File: config.mk
export PLATFORM = sky130hd
export DESIGN_NAME = f_pc_seq
export DESIGN_NICKNAME = d
export VERILOG_FILES = /design/src/rtl/f_pc_pkg.sv /design/src/rtl/f_pc_seq_tgt_mux.sv /design/src/rtl/f_pc_seq.sv
export SDC_FILE = /design/constraint.sdc
export NUM_CORES = 1
export LEC_CHECK = 0
export BUFFER_PORTS_ARGS = -buffer_cell sky130_fd_sc_hd__buf_2
export CAP_MARGIN = 5
export CORE_UTILIZATION = 26
export CTS_CLUSTER_DIAMETER = 50
export CTS_CLUSTER_SIZE = 10
export DETAILED_ROUTE_END_ITERATION = 10
export GPL_ROUTABILITY_DRIVEN = 0
export PLACE_DENSITY = 0.47
export SYNTH_ARGS = -nofsm -noshare
export SYNTH_HDL_FRONTEND = slang
export SYNTH_SLANG_ARGS = --single-unit
File: constraint.sdc
create_clock -name clk -period 6.44 [get_ports clk]
set_clock_uncertainty 0.1 [all_clocks]
set_input_delay 0 -clock clk [delete_from_list [all_inputs] [get_ports clk]]
set_output_delay 0 -clock clk [all_outputs]
set_load 0.05 [all_outputs]
File: src/rtl/f_pc_pkg.sv
// Shared encodings and defaults for the F-stage PC sequencer (f_pc_seq).
package f_pc_pkg;

  localparam logic [1:0] BR_NONE = 2'd0;
  localparam logic [1:0] BR_BR   = 2'd1;
  localparam logic [1:0] BR_J    = 2'd2;
  localparam logic [1:0] BR_JR   = 2'd3;

  typedef enum logic [1:0] {
    RST  = 2'd0,
    RUN  = 2'd1,
    PEND = 2'd2
  } pc_state_t;

  localparam logic [31:0] DEF_RESET_PC = 32'h0000_3000;
  localparam logic [31:0] DEF_IMEM_LO  = 32'h0000_3000;
  localparam logic [31:0] DEF_IMEM_HI  = 32'h0000_6FFC;

  // True when the D-stage control-transfer type changes the fetch stream.
  function automatic logic is_redirect(input logic [1:0] br_type, input logic br_taken);
    return (br_type == BR_J) || (br_type == BR_JR) || ((br_type == BR_BR) && br_taken);
  endfunction

endpackage

File: src/rtl/f_pc_seq_tgt_mux.sv
// Redirect target selection for the F-stage PC sequencer, keyed on the D-stage branch type.
module pc_tgt_mux
  import f_pc_pkg::*;
(
  input  logic [1:0]  br_type,
  input  logic [31:0] imm16_ext,
  input  logic [31:0] imm26_ext,
  input  logic [31:0] rs_data,
  output logic [31:0] target
);

  always_comb begin
    target = imm16_ext;
    case (br_type)
      BR_BR:   target = imm16_ext;
      BR_J:    target = imm26_ext;
      BR_JR:   target = rs_data;
      default: target = imm16_ext;
    endcase
  end

endmodule

File: src/rtl/f_pc_seq.sv
// Fetch-stage PC sequencer with delay-slot handling and a pending-redirect hold.
// Optional fetch address checking is enabled by defining PC_ALIGN_CHK_EN.
module f_pc_seq
  import f_pc_pkg::*;
#(
  parameter logic [31:0] RESET_PC = DEF_RESET_PC,
  parameter logic [31:0] IMEM_LO  = DEF_IMEM_LO,
  parameter logic [31:0] IMEM_HI  = DEF_IMEM_HI
) (
  input  logic        clk,
  input  logic        reset_n,
  input  logic        D_stall,
  input  logic        D_valid,
  input  logic [1:0]  D_br_type,
  input  logic        D_br_taken,
  input  logic [31:0] D_imm16_EXT,
  input  logic [31:0] D_imm26_EXT,
  input  logic [31:0] D_rs_data,
  input  logic        I_ready,
  output logic [31:0] F_pc,
  output logic        F_req,
  output logic        F_valid,
  output logic        F_exc_adel
);

  pc_state_t   state;
  logic [31:0] pc_q;
  logic [31:0] tgt_q;
  logic [31:0] target;
  logic        fetch_done;
  logic        redir;

  if ((IMEM_LO > IMEM_HI) || (IMEM_LO[1:0] != 2'b00) || (IMEM_HI[1:0] != 2'b00)) begin : g_bad_range
    $error("f_pc_seq: IMEM_LO/IMEM_HI must be word aligned with IMEM_LO <= IMEM_HI");
  end

  pc_tgt_mux u_tgt_mux (
    .br_type   (D_br_type),
    .imm16_ext (D_imm16_EXT),
    .imm26_ext (D_imm26_EXT),
    .rs_data   (D_rs_data),
    .target    (target)
  );

  assign F_pc       = pc_q;
  assign F_req      = (state != RST);
  assign fetch_done = F_req & I_ready & ~D_stall;
  assign F_valid    = fetch_done;
  assign redir      = D_valid & ~D_stall & is_redirect(D_br_type, D_br_taken);

`ifdef PC_ALIGN_CHK_EN
  assign F_exc_adel = F_req & ((pc_q[1:0] != 2'b00) | (pc_q < IMEM_LO) | (pc_q > IMEM_HI));
`else
  assign F_exc_adel = 1'b0;
`endif

  // A redirect whose delay slot has not been fetched yet parks its target in tgt_q;
  // later redirects are ignored until that slot is accepted.
  always_ff @(posedge clk or negedge reset_n) begin
    if (!reset_n) begin
      state <= RST;
      pc_q  <= RESET_PC;
      tgt_q <= 32'h0;
    end else begin
      case (state)
        RST: state <= RUN;
        RUN: begin
          if (redir && fetch_done) begin
            pc_q <= target;
          end else if (redir) begin
            tgt_q <= target;
            state <= PEND;
          end else if (fetch_done) begin
            pc_q <= pc_q + 32'd4;
          end
        end
        PEND: begin
          if (fetch_done) begin
            pc_q  <= tgt_q;
            state <= RUN;
          end
        end
        default: state <= RST;
      endcase
    end
  end

endmodule

==> Word-level counts from Yosys, hierarchy flattened <==
Index checks and enable logic that the tools add are counted.
{ "op_classes": {"reduce_logical": 10, "add_sub_neg": 1, "bitwise_logic": 6, "n_mux": 10, "eq_ne": 10} }
{ "op_table": {"columns": ["cell", "count"], "rows": [
  ["$mux W32", 4],
  ["$pmux W32 S2", 2],
  ["$add A32 B3 Y32 const B", 1],
  ["$eq A2 B2 Y1 const B", 3],
  ["$mux W2", 3],
  ["$ne A2 B2 Y1 const B", 3],
  ["$ne A3 B3 Y1 const B", 2],
  ["$pmux W2 S3", 1],
  ["$reduce_and A3 Y1", 2],
  ["$and A1 B1 Y1", 4],
  ["$eq A2 B1 Y1 const B", 2],
  ["$reduce_and A4 Y1", 1],
  ["$reduce_bool A2 Y1", 2],
  ["$logic_and A1 B1 Y1", 2],
  ["$logic_not A2 Y1", 1],
  ["$logic_or A1 B1 Y1", 2],
  ["$not A1 Y1", 2]
]} }
{ "word_totals": {"register_bits": 66, "inputBits": 104} }

==> Logic depth before layout (Yosys ltp) <==
{ "logic_depth": {"ltp_word": 7, "ltp_mapped": 10} }

==> Modules after synthesis <==
Synthesis repeated with hierarchy kept, for this count alone.
{ "hier_totals": {"hier_cells": 510, "hier_area_um2": 4600.7} }
{ "by_module_without_submodules": {"columns": ["module", "cells_per_inst", "area_each_um2", "instances"], "rows": [
  ["f_pc_seq", 403, 3895.0, 1],
  ["pc_tgt_mux", 107, 705.7, 1]
]} }

==> Worst setup path after synthesis <==
Ideal clock, no wire load.
{ "synth_path": {"path_type": "register to register", "from": "reg pc_q[2] (netlist: F_pc[2])", "to": "reg pc_q[8] (netlist: F_pc[8])", "setup_slack_ps": 4211, "path_buffers": 0, "stages_incl_launch_ff": 7, "required_ps": 6214, "arrival_time_ps": 2003, "cell_sequence": "dfrtp_1 ha_1 nand4_1 or2_2 a21oi_1 o21ai_0 a221o_1"} }
{ "synth_via": {"elab_chain_cells": 5} }
{ "synth_lines": {"columns": ["item", "line", "source"], "rows": [
  ["start: declaration", "f_pc_seq.sv:27", "logic [31:0] pc_q;"],
  ["start signal: assignment", "f_pc_seq.sv:69", "pc_q <= target;"],
  ["start signal: assignment", "f_pc_seq.sv:74", "pc_q <= pc_q + 32'd4;"],
  ["start signal: assignment", "f_pc_seq.sv:79", "pc_q <= tgt_q;"],
  ["$add A32 B3 Y32", "f_pc_seq.sv:74", null],
  ["$mux W32", "f_pc_seq.sv:73", "end else if (fetch_done) begin"],
  ["$mux W32", "f_pc_seq.sv:70", "end else if (redir) begin"],
  ["$mux W32", "f_pc_seq.sv:68", "if (redir && fetch_done) begin"],
  ["$pmux W32 S2", "f_pc_seq.sv:65", "case (state)"]
]} }
Every way passes these cells. The select of a mux whose other input is x is not followed.
A chain may end at the register's enable or synchronous reset.

==> Worst setup path after layout <==
{ "layout_path": {"from": "reg state[0]", "to": "reg tgt_q[19]"} }
{ "layout_via": {"elab_chain_cells": 6, "elab_cells_between_ends": 7, "cone_classes": "1 x eq/ne; 3 x bitwise; 3 x reduce/logical"} }
{ "layout_lines": {"columns": ["item", "line", "source"], "rows": [
  ["start: declaration", "f_pc_seq.sv:26", "pc_state_t state;"],
  ["start signal: assignment", "f_pc_seq.sv:61", "state <= RST;"],
  ["start signal: assignment", "f_pc_seq.sv:66", "RST: state <= RUN;"],
  ["start signal: assignment", "f_pc_seq.sv:72", "state <= PEND;"],
  ["$reduce_bool A2 Y1", "f_pc_seq.sv:46", "assign F_req = (state != RST);"],
  ["$and A1 B1 Y1 (2 in series)", "f_pc_seq.sv:47", "assign fetch_done = F_req & I_ready & ~D_stall;"],
  ["$logic_and A1 B1 Y1", "f_pc_seq.sv:68", null],
  ["$not A1 Y1 (no line)", null, null],
  ["$reduce_and A3 Y1 (no line) (*)", null, null],
  ["end signal: assignment", "f_pc_seq.sv:71", "tgt_q <= target;"],
  ["end: declaration", "f_pc_seq.sv:28", "logic [31:0] tgt_q;"]
]} }
Mark *: on every way between the ends. The rest lies on a longest branch, timed or not.

==> metrics <==
first-pass GRT wire length between 20 and 25 mm; final worst-path cycle share 0.489; wire per inst 16.4 um; WL final 14.1 mm; die area 17,500 um^2; Yosys top cell by area dfrtp_1; startpoint types register; Inserted Diodes 0; post-synth top area share 0.362; Hold Crit Class primary input to register; Post-Synth XOR/XNOR Area 0; Vias per Instance roughly 5.1; DR vias approximately 4,300; 1st-iter DRT viols 282; clock buffer depth 2; synth cell count leaders 64 x dfrtp_1, 47 x nor2_1, 44 x o21ai_0; MaxCap Viol Count 0; htree depth 3; TritonCTS clock tree done; RSZ-0062 raised after global routing no; ANT nets after route 0; outcome complete, but fails checks; most common cell in the netlist dfrtp_1; crit path kind register to register; Top delay family on crit path simple AND/OR/NAND/NOR gates; failing checks hold timing; PD cells between 300 and 400 nW/um^2; root buffer cell clkbuf_16; core footprint approximately 17,000 um^2; CP peak stage delay around 0.63 ns; hold path depth 3; Mapped Area approximately 4400 um^2; die width roughly 130 um; initial antenna violation count 0; Final min period around 3.2 ns; CP Cell Sequence inv_1 > ha_1 > or3b_1 > inv_4 > nor4_4 > nand2_2 > mux2_1; post-synthesis sequential area ratio 0.374; Post-Synth Adder-Cell Area 0.0142; final core utilization 0.343; simple logic cell fraction of the synthesized area 0.174; synth unique cells 64; Worst Setup End Kind register; GR Overflow Total 0; worst slew pin tran ~1.1 ns; Main synth FF type dfrtp_1; crit path max fanout 46; Synth Net Count around 610; starting density of the core 0.267; Total GRT Usage 0.165; syn avg cell area around 9 um^2; Syn-to-layout area delta 28.8%; Clock Latency Late Sink between 0.3 and 0.4 ns; Reg2Reg Depth 7; Leak about 2.5 nW; slowest CP cell or3b_1; # setup viols final 0; largest net degree at the start of global routing between 60 and 70; CP required approximately 6.6 ns; Worst slew margin 0.282; largest family of logic cells by synthesized area compound AO/OA/AOI/OAI gates; FMAX 0.317 GHz; Post-synth EDFFs 0; Synth Register Bits 66; CP Depth 7; CTS Sinks 66; # nets final around 740; cells after synthesis about 500; total number of yosys warnings 0; vias in the first global route roughly 4,200; Worst-path clk slew roughly 0.060 ns; Post CTS Setup Buffer Count 0; # fillers about 1,800; I/O pins between 100 and 150; drt first pass iters 4; DIE HEIGHT 132 um; Total Negative Setup Slacks 0 ns; post-synthesis compound-gate area fraction 0.247; worst path buffer plus inverter count 2; row cnt 47; DRC Markers 0; VDD IR max around 0.15 mV; CTS Buf Count 9; Final Max Slew Viols 0; ys async rst share 1.00; post-synthesis mux area share 0.141; share of cells above drive strength 1 0.306; detailed placement HPWL 9.65 mm; worst path arrival time about 3.3 ns; synth top area cells dfrtp_1 36%, mux2i_1 7.2%, o21ai_0 5.0%, a21oi_1 4.9%, mux2_2 4.3%; buffers added on ports between 100 and 150; Fin. Hold Viols 1; Hold WS -0.00205 ns
[through the flow]
| step | hold slack (ns) | instance area (um^2) | power (mW) | setup WS (ns) | instances |
|---|---|---|---|---|---|
| after CTS | 0.0000710 | 5690 | 2.18 | 3.28 | 857 |
| final | -0.00205 | 5690 | 2.16 | 3.29 | 857 |
| after global placement | 0.157 | 5260 | 1.64 | 3.41 | 828 |
| after detailed placement | 0.167 | 5260 | 1.66 | 3.28 | 828 |
| after floorplan | -0.396 | 4420 | 1.39 | 4.21 | 497 |
| after global routing | 0.0146 | 5690 | 2.30 | 3.03 | 857 |
[cell usage in the layout, fill, tap and decap left out, types with 3 or more instances in the layout]
master / count
a211oi_1: 6
a21o_1: 4
a21oi_1: 43
a221o_1: 3
a221oi_1: 7
a22o_1: 5
a22oi_1: 7
a31oi_1: 4
a41oi_1: 3
and2_1: 3
and3_1: 9
buf_2: 137
buf_4: 8
clkbuf_1: 3
clkbuf_16: 9
dfrtp_1: 64
dlygate4sd3_1: 13
ha_1: 5
inv_1: 8
mux2_1: 10
mux2_2: 17
mux2i_1: 32
nand2_1: 40
nand2b_1: 5
nand3_1: 14
nand4_1: 10
nor2_1: 47
nor3_1: 6
o211ai_1: 4
o21ai_0: 44
o21ai_1: 6
o221a_2: 3
o22ai_1: 9
o31ai_1: 4
[per-layer routing]
| metal | track usage | share of wire | vias to the layer above |
|---|---|---|---|
| met5 | 0 | 0 | - |
| met4 | 0.0441 | 0.0041 | 0 |
| met3 | 0.0358 | 0.058 | 4 |
| met2 | 0.268 | 0.47 | 124 |
| met1 | 0.222 | 0.47 | 2084 |
| li1 | - | - | 2125 |
[area by class of cell]
cell class | instances | area [um^2] | area share
multi-input combinational | 387 | 2550 | 0.448
sequential | 66 | 1650 | 0.291
tap | 220 | 275 | 0.0484
timing repair buffer | 158 | 876 | 0.154
clock buffer | 14 | 264 | 0.0464
clock inverter | 2 | 35.0 | 0.00615
inverter | 10 | 40.0 | 0.00703
[tightest hold or removal path, delay by kind of cell]
family	cells	cell delay [ns]
buffers and inverters	1	0.07
AOI/OAI and AO/OA	2	0.31
[where the power goes]
group / internal (mW) / switching (mW)
clock: 0.321 / 0.179
combinational: 0.294 / 0.595
sequential: 0.596 / 0.173
total: 1.21 / 0.947
[flip-flops by register name (all words and copies together) (netlist names)]
name / flops
state: 2
F_pc: 32
tgt_q: 32
[path summary, 6_finish.rpt]
path | start | slack [ns] | end
worst max-delay path | state[0] | 3.29 | tgt_q[19]
worst min-delay path | D_imm16_EXT[7] | -0.002 | tgt_q[7]
worst max register to register | state[0] | 3.29 | tgt_q[19]
worst min register to register | tgt_q[6] | 0.38 | tgt_q[6]
max in group asynchronous | reset_n | 5.35 | state[1]
min in group asynchronous | reset_n | 0.30 | tgt_q[0]
[kinds of logic after synthesis]
family                     after synthesis
AOI/OAI and AO/OA                      169
other                                    1
and+or+nand+nor                        153
muxes                                   59
buffers and inverters                   44
adders and majority gates                5
DFF                                     66
[repair_timing]
item / CTS / global route
hold buffers: 13 / 0
hold endpoints to repair: 76 / 0
gates resized for setup: 0 / 0
No activity file was read; power rests on OpenSTA's default activity.
